===== config.mk =====
export PLATFORM = sky130hd
export DESIGN_NAME = counter_load_clear_multi
export DESIGN_NICKNAME = d
export VERILOG_FILES = /design/src/rtl/counter_load_clear_multi.sv
export SDC_FILE = /design/constraint.sdc
export NUM_CORES = 1
export LEC_CHECK = 0
export CORE_MARGIN = 4
export CORE_UTILIZATION = 50
export CTS_BUF_LIST = sky130_fd_sc_hd__clkbuf_2 sky130_fd_sc_hd__clkbuf_4 sky130_fd_sc_hd__clkbuf_8
export CTS_CLUSTER_SIZE = 25
export DETAILED_ROUTE_END_ITERATION = 8
export GPL_TIMING_DRIVEN = 1
export PLACE_DENSITY = 0.79
export SETUP_SLACK_MARGIN = 0.4
export SYNTH_ARGS = -nofsm -noshare
export SYNTH_HDL_FRONTEND = slang
export SYNTH_SLANG_ARGS = --single-unit

===== constraint.sdc =====
create_clock -name i_clk -period 2.17 [get_ports i_clk]
set_input_delay 0.217 -clock i_clk [delete_from_list [all_inputs] [get_ports i_clk]]
set_output_delay 0.217 -clock i_clk [all_outputs]
set_load 0.01 [all_outputs]

===== src/rtl/counter_load_clear_multi.sv =====
// -----------------------------------------------------------------------------
// counter_load_clear_multi
//
// Bank of CHANNELS independent loadable-match counters on a shared clock and
// reset. Each channel counts enabled increments up to its programmed match
// value. On reaching the match, the channel either wraps to 0 or, in one-shot
// mode, halts. Every terminal event produces a registered one-cycle done pulse.
//
// Optional build feature (macro COUNTER_LOAD_CLEAR_MULTI_WRAPSTAT_EN):
//   adds o_evt_count, which holds a saturating 8-bit done-event counter per
//   channel.
//
// Parameters
//   MAX       count range; counter width CW = $clog2(MAX) (MAX >= 2)
//   CHANNELS  number of counter channels (>= 1)
//
// Ports
//   i_clk        clock, rising edge
//   i_rst_n      asynchronous active-low reset
//   i_clear      [CHANNELS]     per-channel synchronous clear (highest priority)
//   i_increment  [CHANNELS]     per-channel count enable
//   i_load       [CHANNELS]     per-channel match load strobe
//   i_loadval    [CW]           match value shared by all loading channels
//   i_oneshot    [CHANNELS]     0 = wrap, 1 = halt at match
//   o_count      [CHANNELS*CW]  channel k at [k*CW +: CW]
//   ow_match     [CHANNELS]     combinational count == match
//   o_done       [CHANNELS]     registered one-cycle terminal-event pulse
//   o_halted     [CHANNELS]     registered one-shot halted flag
//   o_evt_count  [CHANNELS*8]   saturating done-event counts (optional)
// -----------------------------------------------------------------------------

// Single counter channel.
module counter_load_clear_multi_lane #(
  parameter int CW = 5
) (
  input  logic          i_clk,
  input  logic          i_rst_n,
  input  logic          i_clear,
  input  logic          i_increment,
  input  logic          i_load,
  input  logic [CW-1:0] i_loadval,
  input  logic          i_oneshot,
  output logic [CW-1:0] o_count,
  output logic          ow_match,
  output logic          o_done,
`ifdef COUNTER_LOAD_CLEAR_MULTI_WRAPSTAT_EN
  output logic [7:0]    o_evt_count,
`endif
  output logic          o_halted
);

  logic [CW-1:0] match_q;
  logic [CW-1:0] count_q, count_d;
  logic          halted_q, halted_d;
  logic          done_q, done_d;

  // Compare against the registered match. A load in the same cycle therefore
  // takes effect only from the next cycle onward.
  assign ow_match = (count_q == match_q);

  always_comb begin
    count_d  = count_q;
    halted_d = halted_q;
    done_d   = 1'b0;
    if (i_clear) begin
      count_d  = '0;
      halted_d = 1'b0;
    end else if (i_increment && !halted_q) begin
      if (ow_match) begin
        done_d = 1'b1;
        // The mode is only looked at here, on the terminal cycle.
        if (i_oneshot) halted_d = 1'b1;
        else           count_d  = '0;
      end else begin
        // Natural CW-bit rollover. This covers a match loaded below the
        // current count: the counter runs through 2^CW-1 -> 0 with no pulse.
        count_d = count_q + CW'(1);
      end
    end
  end

  always_ff @(posedge i_clk or negedge i_rst_n) begin
    if (!i_rst_n) begin
      match_q  <= '0;
      count_q  <= '0;
      halted_q <= 1'b0;
      done_q   <= 1'b0;
    end else begin
      // The load path is independent of clear and increment.
      if (i_load) match_q <= i_loadval;
      count_q  <= count_d;
      halted_q <= halted_d;
      done_q   <= done_d;
    end
  end

  assign o_count  = count_q;
  assign o_done   = done_q;
  assign o_halted = halted_q;

`ifdef COUNTER_LOAD_CLEAR_MULTI_WRAPSTAT_EN
  logic [7:0] evt_q;

  // Bump on the same edge that raises o_done. Saturate at 255.
  always_ff @(posedge i_clk or negedge i_rst_n) begin
    if (!i_rst_n)                     evt_q <= '0;
    else if (i_clear)                 evt_q <= '0;
    else if (done_d && evt_q != 8'hFF) evt_q <= evt_q + 8'd1;
  end

  assign o_evt_count = evt_q;
`endif

endmodule

// Top level: an array of lane instances.
module counter_load_clear_multi #(
  parameter int MAX      = 32,
  parameter int CHANNELS = 4,
  localparam int CW      = $clog2(MAX)
) (
  input  logic                   i_clk,
  input  logic                   i_rst_n,
  input  logic [CHANNELS-1:0]    i_clear,
  input  logic [CHANNELS-1:0]    i_increment,
  input  logic [CHANNELS-1:0]    i_load,
  input  logic [CW-1:0]          i_loadval,
  input  logic [CHANNELS-1:0]    i_oneshot,
  output logic [CHANNELS*CW-1:0] o_count,
  output logic [CHANNELS-1:0]    ow_match,
  output logic [CHANNELS-1:0]    o_done,
`ifdef COUNTER_LOAD_CLEAR_MULTI_WRAPSTAT_EN
  output logic [CHANNELS*8-1:0]  o_evt_count,
`endif
  output logic [CHANNELS-1:0]    o_halted
);

  for (genvar k = 0; k < CHANNELS; k++) begin : g_lane
    counter_load_clear_multi_lane #(.CW(CW)) u_lane (
      .i_clk       (i_clk),
      .i_rst_n     (i_rst_n),
      .i_clear     (i_clear[k]),
      .i_increment (i_increment[k]),
      .i_load      (i_load[k]),
      .i_loadval   (i_loadval),
      .i_oneshot   (i_oneshot[k]),
      .o_count     (o_count[k*CW +: CW]),
      .ow_match    (ow_match[k]),
      .o_done      (o_done[k]),
`ifdef COUNTER_LOAD_CLEAR_MULTI_WRAPSTAT_EN
      .o_evt_count (o_evt_count[k*8 +: 8]),
`endif
      .o_halted    (o_halted[k])
    );
  end

endmodule


==> impl_metrics.yaml, run 1 <==
place:
  pre_cts_ws_ns: 0.306
  gp_congestion: 0.789
  dpl.hpwl_mm: 3.76
  placed_cell_area_um2: 3050
  io_buffers: 54
  dp.cells: 332
clock_network:
  ctsLongestPathBuffers: 2
  cts_tree: "done"
  htreeDepth: 2
  clockRootBuffer: "clkbuf_8"
  clk_pin_slew_ns: 0.10
  insertion_delay_ns: 0.30
  cts.sinks: 48
  cts_buffers: 5
sta:
  hold_viol: 0
  max_freq_mhz: 596
  slew_headroom: 0.508
  finalCritPeriodShare: 0.773
  slew_violations: 0
  final-setup-viol-count: 0
  finClkSkew_ns: 0.00996
  tns_ns: 0
  rsz0062_at_grt: "true"
  fin_crit_ns: 1.68
  whs_ns: 0.510
  tightest_slew_ns: 0.738
  fin_ws_ns: 0.492
grt:
  grt_pass1_wl_mm: 9.13
  gr-usage-all-layers: 0.186
  gr-total-overflow: 0
  grt_max_degree: 34
  antenna_found_initial: 0
  grt_pass1_vias: 1932
routing:
  drt-initial-drc-count: 52
  drtPass1Iterations: 4
  routed_wl_mm: 5.69
  drcViolationCount: 0
  wl_per_cell_um: 15.5
  vias: 1982
  antenna_left: 0
  viasPerCell: 5.42
hold_path:
  hold_class: "in -> async"
yosys:
  syn_inst: 228
  synthFlopType: "dfrtp_1"
  synth_nets: 255
  yosys.area.top_type: "dfrtp_1"
  async_reset_ff_frac: 1.00
  netlist_area_um2: 2550
  synthTopCellsByArea: "dfrtp_1, mux2_2, o32ai_1, xor2_1, buf_4"
  yosysSeqAreaShare: 0.471
  ys_warn_count: 0
  syn_area_per_cell_um2: 11.2
  ys_ff_latch: 48
  synth_edf_count: 0
  yosysUniqueCellTypes: 27
  synth_top_area_share: 0.471
floorplanning:
  core_area_um2: 4820
  die_y_um: 79.4
  die_area_um2: 6310
  io_pins: 55
  rows: 25
  initial_utilization: 0.530
  dieWidth_um: 79.4
critical_path:
  rr_worst_depth: 6
  cp-end-kind: "flip-flop"
  crit_required_ns: 2.37
  startpoint_type: "flip-flop"
  arrival_ns: 1.87
  cp_max_fo: 6
  crit_type: "reg -> reg"
power:
  irDropWorstVdd_mv: 0.408
  total_power_mw: 2.08
  leakage_nw: 1.41
  powerDensity_nw_per_um2: 619
cells_and_area:
  final_common_cell: "clkdlybuf4s50_1"
  n_antenna_cell: 0
  finalNetCount: 325
  final_area_um2: 3360
  layout_common_cells: "clkdlybuf4s50_1, dfrtp_1, buf_4, mux2_2"
  drive_gt1_frac: 0.294
  area.growth.synth_to_final_pct: 31.8
  stdcell_count: 366
  utilization: 0.698
run_status:
  outcome: "complete, no violations"
run:
  cap_viol_max_count: 0
==> path summary, 6_finish.rpt <==
kind                                             start                     endpoint  slack (ns)
hold reg to reg            g_lane[0].u_lane.match_q[0]  g_lane[0].u_lane.match_q[0]        0.53
setup reg to reg           g_lane[0].u_lane.o_count[2]  g_lane[0].u_lane.o_count[1]        0.49
max in group asynchronous                      i_rst_n  g_lane[0].u_lane.o_count[2]        1.02
min in group i_clk         g_lane[0].u_lane.match_q[0]  g_lane[0].u_lane.match_q[0]        0.53
setup / recovery           g_lane[0].u_lane.o_count[2]  g_lane[0].u_lane.o_count[1]        0.49
hold / removal                                 i_rst_n  g_lane[2].u_lane.o_count[1]        0.51
==> cells in the mapped netlist (all sizes together) (3+ instances only) <==
library cell	n
nor3b	4
buf	16
o32ai	20
xor2	20
inv	11
a31oi	4
nand2b	13
or2b	3
a21oi	11
clkbuf	4
nor2	8
dfrtp	48
a41oi	4
or3	4
and2	4
mux2	21
nor3	15
or3b	3
nand3	8
ha	4
==> kinds of logic after synthesis <==
kind of cell	after synthesis	synth area share
flops	48	0.471
buf+inv	31	0.0736
fa+ha+maj	4	0.0196
xor+xnor	20	0.0687
simple gates	65	0.161
compound gates	39	0.114
mux	21	0.0927
==> final cells by class <==
| cell class | instances | area, um2 |
|---|---|---|
| fillers | 380 | 1460 |
| clock inverters | 3 | 47.5 |
| clock buffers | 5 | 68.8 |
| flip-flops and latches | 48 | 1210 |
| inverters | 11 | 41.3 |
| repair buffers | 83 | 736 |
| multi-input cells | 149 | 1170 |
| well taps | 67 | 83.8 |
==> what timing repair did <==
action / CTS / global route
setup buffers: 16 / 9
hold endpoints to repair: 22 / 0
setup endpoints to repair: 4 / 4
hold buffers: 1 / 0
pin swaps: 9 / 4
gates resized for setup: 14 / 12
==> registers in the layout, indices dropped and copies added, names as in the netlist <==
name	count
g_lane.u_lane.o_halted	4
g_lane.u_lane.o_done	4
g_lane.u_lane.match_q	20
g_lane.u_lane.o_count	20
==> critical path: stages (launching register included) <==
cell     delay [ns]
dfrtp_2        0.45
xor2_1         0.18
nor3_2         0.22
buf_4          0.15
buf_4          0.10
a31oi_1        0.16
o32ai_1        0.32
==> report_power, final <==
part           switching [mW]  internal [mW]  total [mW]
sequential             0.0518          0.954        1.01
clock                   0.316          0.347       0.663
combinational           0.186          0.225       0.411
==> metal layers <==
metal | up-vias | part of all wire | GRT usage
li1 | 959 | - | -
met2 | 44 | 0.48 | 0.305
met3 | 10 | 0.043 | 0.0384
met4 | 0 | 0.018 | 0.0756
met5 | - | 0 | 0
met1 | 969 | 0.46 | 0.241
(Power assumes the default switching activity.)
==> run 2: changes to the inputs <==
Clock period 2.17 ns to 1.7 ns, I/O delays scaled along.
==> impl_metrics.yaml, run 2 (same netlist as run 1, synthesis figures left out) <==
clock_network:
  insertion_delay_ns: 0.31
  clk_pin_slew_ns: 0.09
  clockRootBuffer: "clkbuf_8"
  cts.sinks: 48
  cts_tree: "done"
  htreeDepth: 2
  ctsLongestPathBuffers: 2
  cts_buffers: 5
cells_and_area:
  layout_common_cells: "dfrtp_1, buf_4, buf_6, mux2_2, clkdlybuf4s50_1"
  stdcell_count: 394
  n_antenna_cell: 0
  utilization: 0.821
  multi_input_area_um2: 1490
  fillers: 280
  regArea_um2: 1220
  final_common_cell: "dfrtp_1"
  drive_gt1_frac: 0.514
  area.growth.synth_to_final_pct: 55.0
  finalNetCount: 353
sta:
  slew_violations: 0
  slew_headroom: 0.668
  max_freq_mhz: 619
  fin_crit_ns: 1.62
  final-setup-viol-count: 0
  finClkSkew_ns: 0.00756
  finalCritPeriodShare: 0.951
  whs_ns: 0.381
  hold_viol: 0
  tightest_slew_ns: 0.496
  rsz0062_at_grt: "true"
  tns_ns: 0
floorplanning:
  dieWidth_um: 79.4
  die_area_um2: 6310
  die_y_um: 79.4
  rows: 25
  io_pins: 55
  core_area_um2: 4820
  initial_utilization: 0.530
critical_path:
  worst-path-buf-inv: 1
  reg2reg_slack_ns: 0.09
  r2r_start: "g_lane[3].u_lane.match_q[2]"
  max_stage_delay_ns: 0.41
  cp_slowest_cell: "dfrtp_1"
  rr_worst_depth: 7
  startpoint_type: "flip-flop"
  crit_required_ns: 1.53
  r2r-end: "g_lane[3].u_lane.o_count[0]"
  crit_type: "reg -> out"
  cp_max_fo: 2
  cp-end-kind: "output pin"
  crit_family: "simple AND/OR/NAND/NOR gates"
  arrival_ns: 1.45
  crit_chain: "xor2_1 > nor3_2 > and2_4 > buf_2"
run_status:
  outcome: "complete, no violations"
grt:
  grt_pass1_vias: 2216
  grt_max_degree: 49
  gr-usage-all-layers: 0.222
  antenna_found_initial: 0
  gr-total-overflow: 0
  grt_pass1_wl_mm: 10.9
power:
  total_power_mw: 2.90
  powerDensity_nw_per_um2: 733
  leakage_nw: 1.70
  irDropWorstVdd_mv: 0.571
place:
  gp_congestion: 0.833
  dp.cells: 362
  io_buffers: 54
  dpl.hpwl_mm: 4.13
routing:
  antenna_left: 0
  routed_wl_mm: 6.99
  drtPass1Iterations: 4
  wl_per_cell_um: 17.7
  viasPerCell: 5.50
  drcViolationCount: 0
  vias: 2166
  drt-initial-drc-count: 77
hold_path:
  hold_class: "in -> async"
run:
  cap_viol_max_count: 0
run 2: timing repair:
item | 4_1_cts | 5_1_grt
setup endpoints to repair | 56 | 47
pin swaps | 24 | 21
hold buffers | 1 | 0
setup buffers | 16 | 7
hold endpoints to repair | 48 | 0
resized for setup | 122 | 38
run 2: how the worst max path moves through the flow:
stage,startpoint,end,slack (ns),depth (start not counted)
floorplan,g_lane[0].u_lane.o_count[3],ow_match[0],0.36,5
global placement,g_lane[0].u_lane.o_count[1],ow_match[0],0.08,4
detailed placement,g_lane[0].u_lane.o_count[1],ow_match[0],0.04,4
CTS,g_lane[3].u_lane.match_q[3],ow_match[3],0.14,4
global route,g_lane[3].u_lane.match_q[2],ow_match[3],0.05,4
finish,g_lane[3].u_lane.match_q[2],ow_match[3],0.08,4
run 2: per-layer routing:
layer,global-route usage,share of wire
met2,0.382,0.53
met1,0.278,0.41
met5,0,0
met3,0.0406,0.042
met4,0.0773,0.020
run 2: where the power goes:
| group | total [mW] | switching [mW] | internal (mW) |
|---|---|---|---|
| Clock | 0.855 | 0.402 | 0.453 |
| Sequential | 1.28 | 0.0591 | 1.22 |
| Combinational | 0.767 | 0.350 | 0.417 |
| Total | 2.90 | 0.811 | 2.09 |
run 2: area by class of cell:
cell class / count / share of cell area
clock buffers: 6 / 0.0193
flip-flops and latches: 48 / 0.308
well taps: 67 / 0.0212
multi-input cells: 149 / 0.377
repair buffers: 111 / 0.255
clock inverters: 2 / 0.00886
inverters: 11 / 0.0104
run 2: worst reg2reg max path, cell delays in order (launching register included):
cell,delay (ns)
dfrtp_1,0.41
xor2_1,0.17
nor3_2,0.24
buf_4,0.15
buf_6,0.08
buf_6,0.10
a31oi_4,0.12
o32ai_2,0.24
run 2: through the flow:
stage	area, um2	setup WS [ns]
3_5_place_dp	3320	0.0398
3_3_place_gp	3320	0.0774
5_1_grt	3950	0.0507
2_1_floorplan	2600	0.362
4_1_cts	3820	0.141
6_report	3950	0.0841
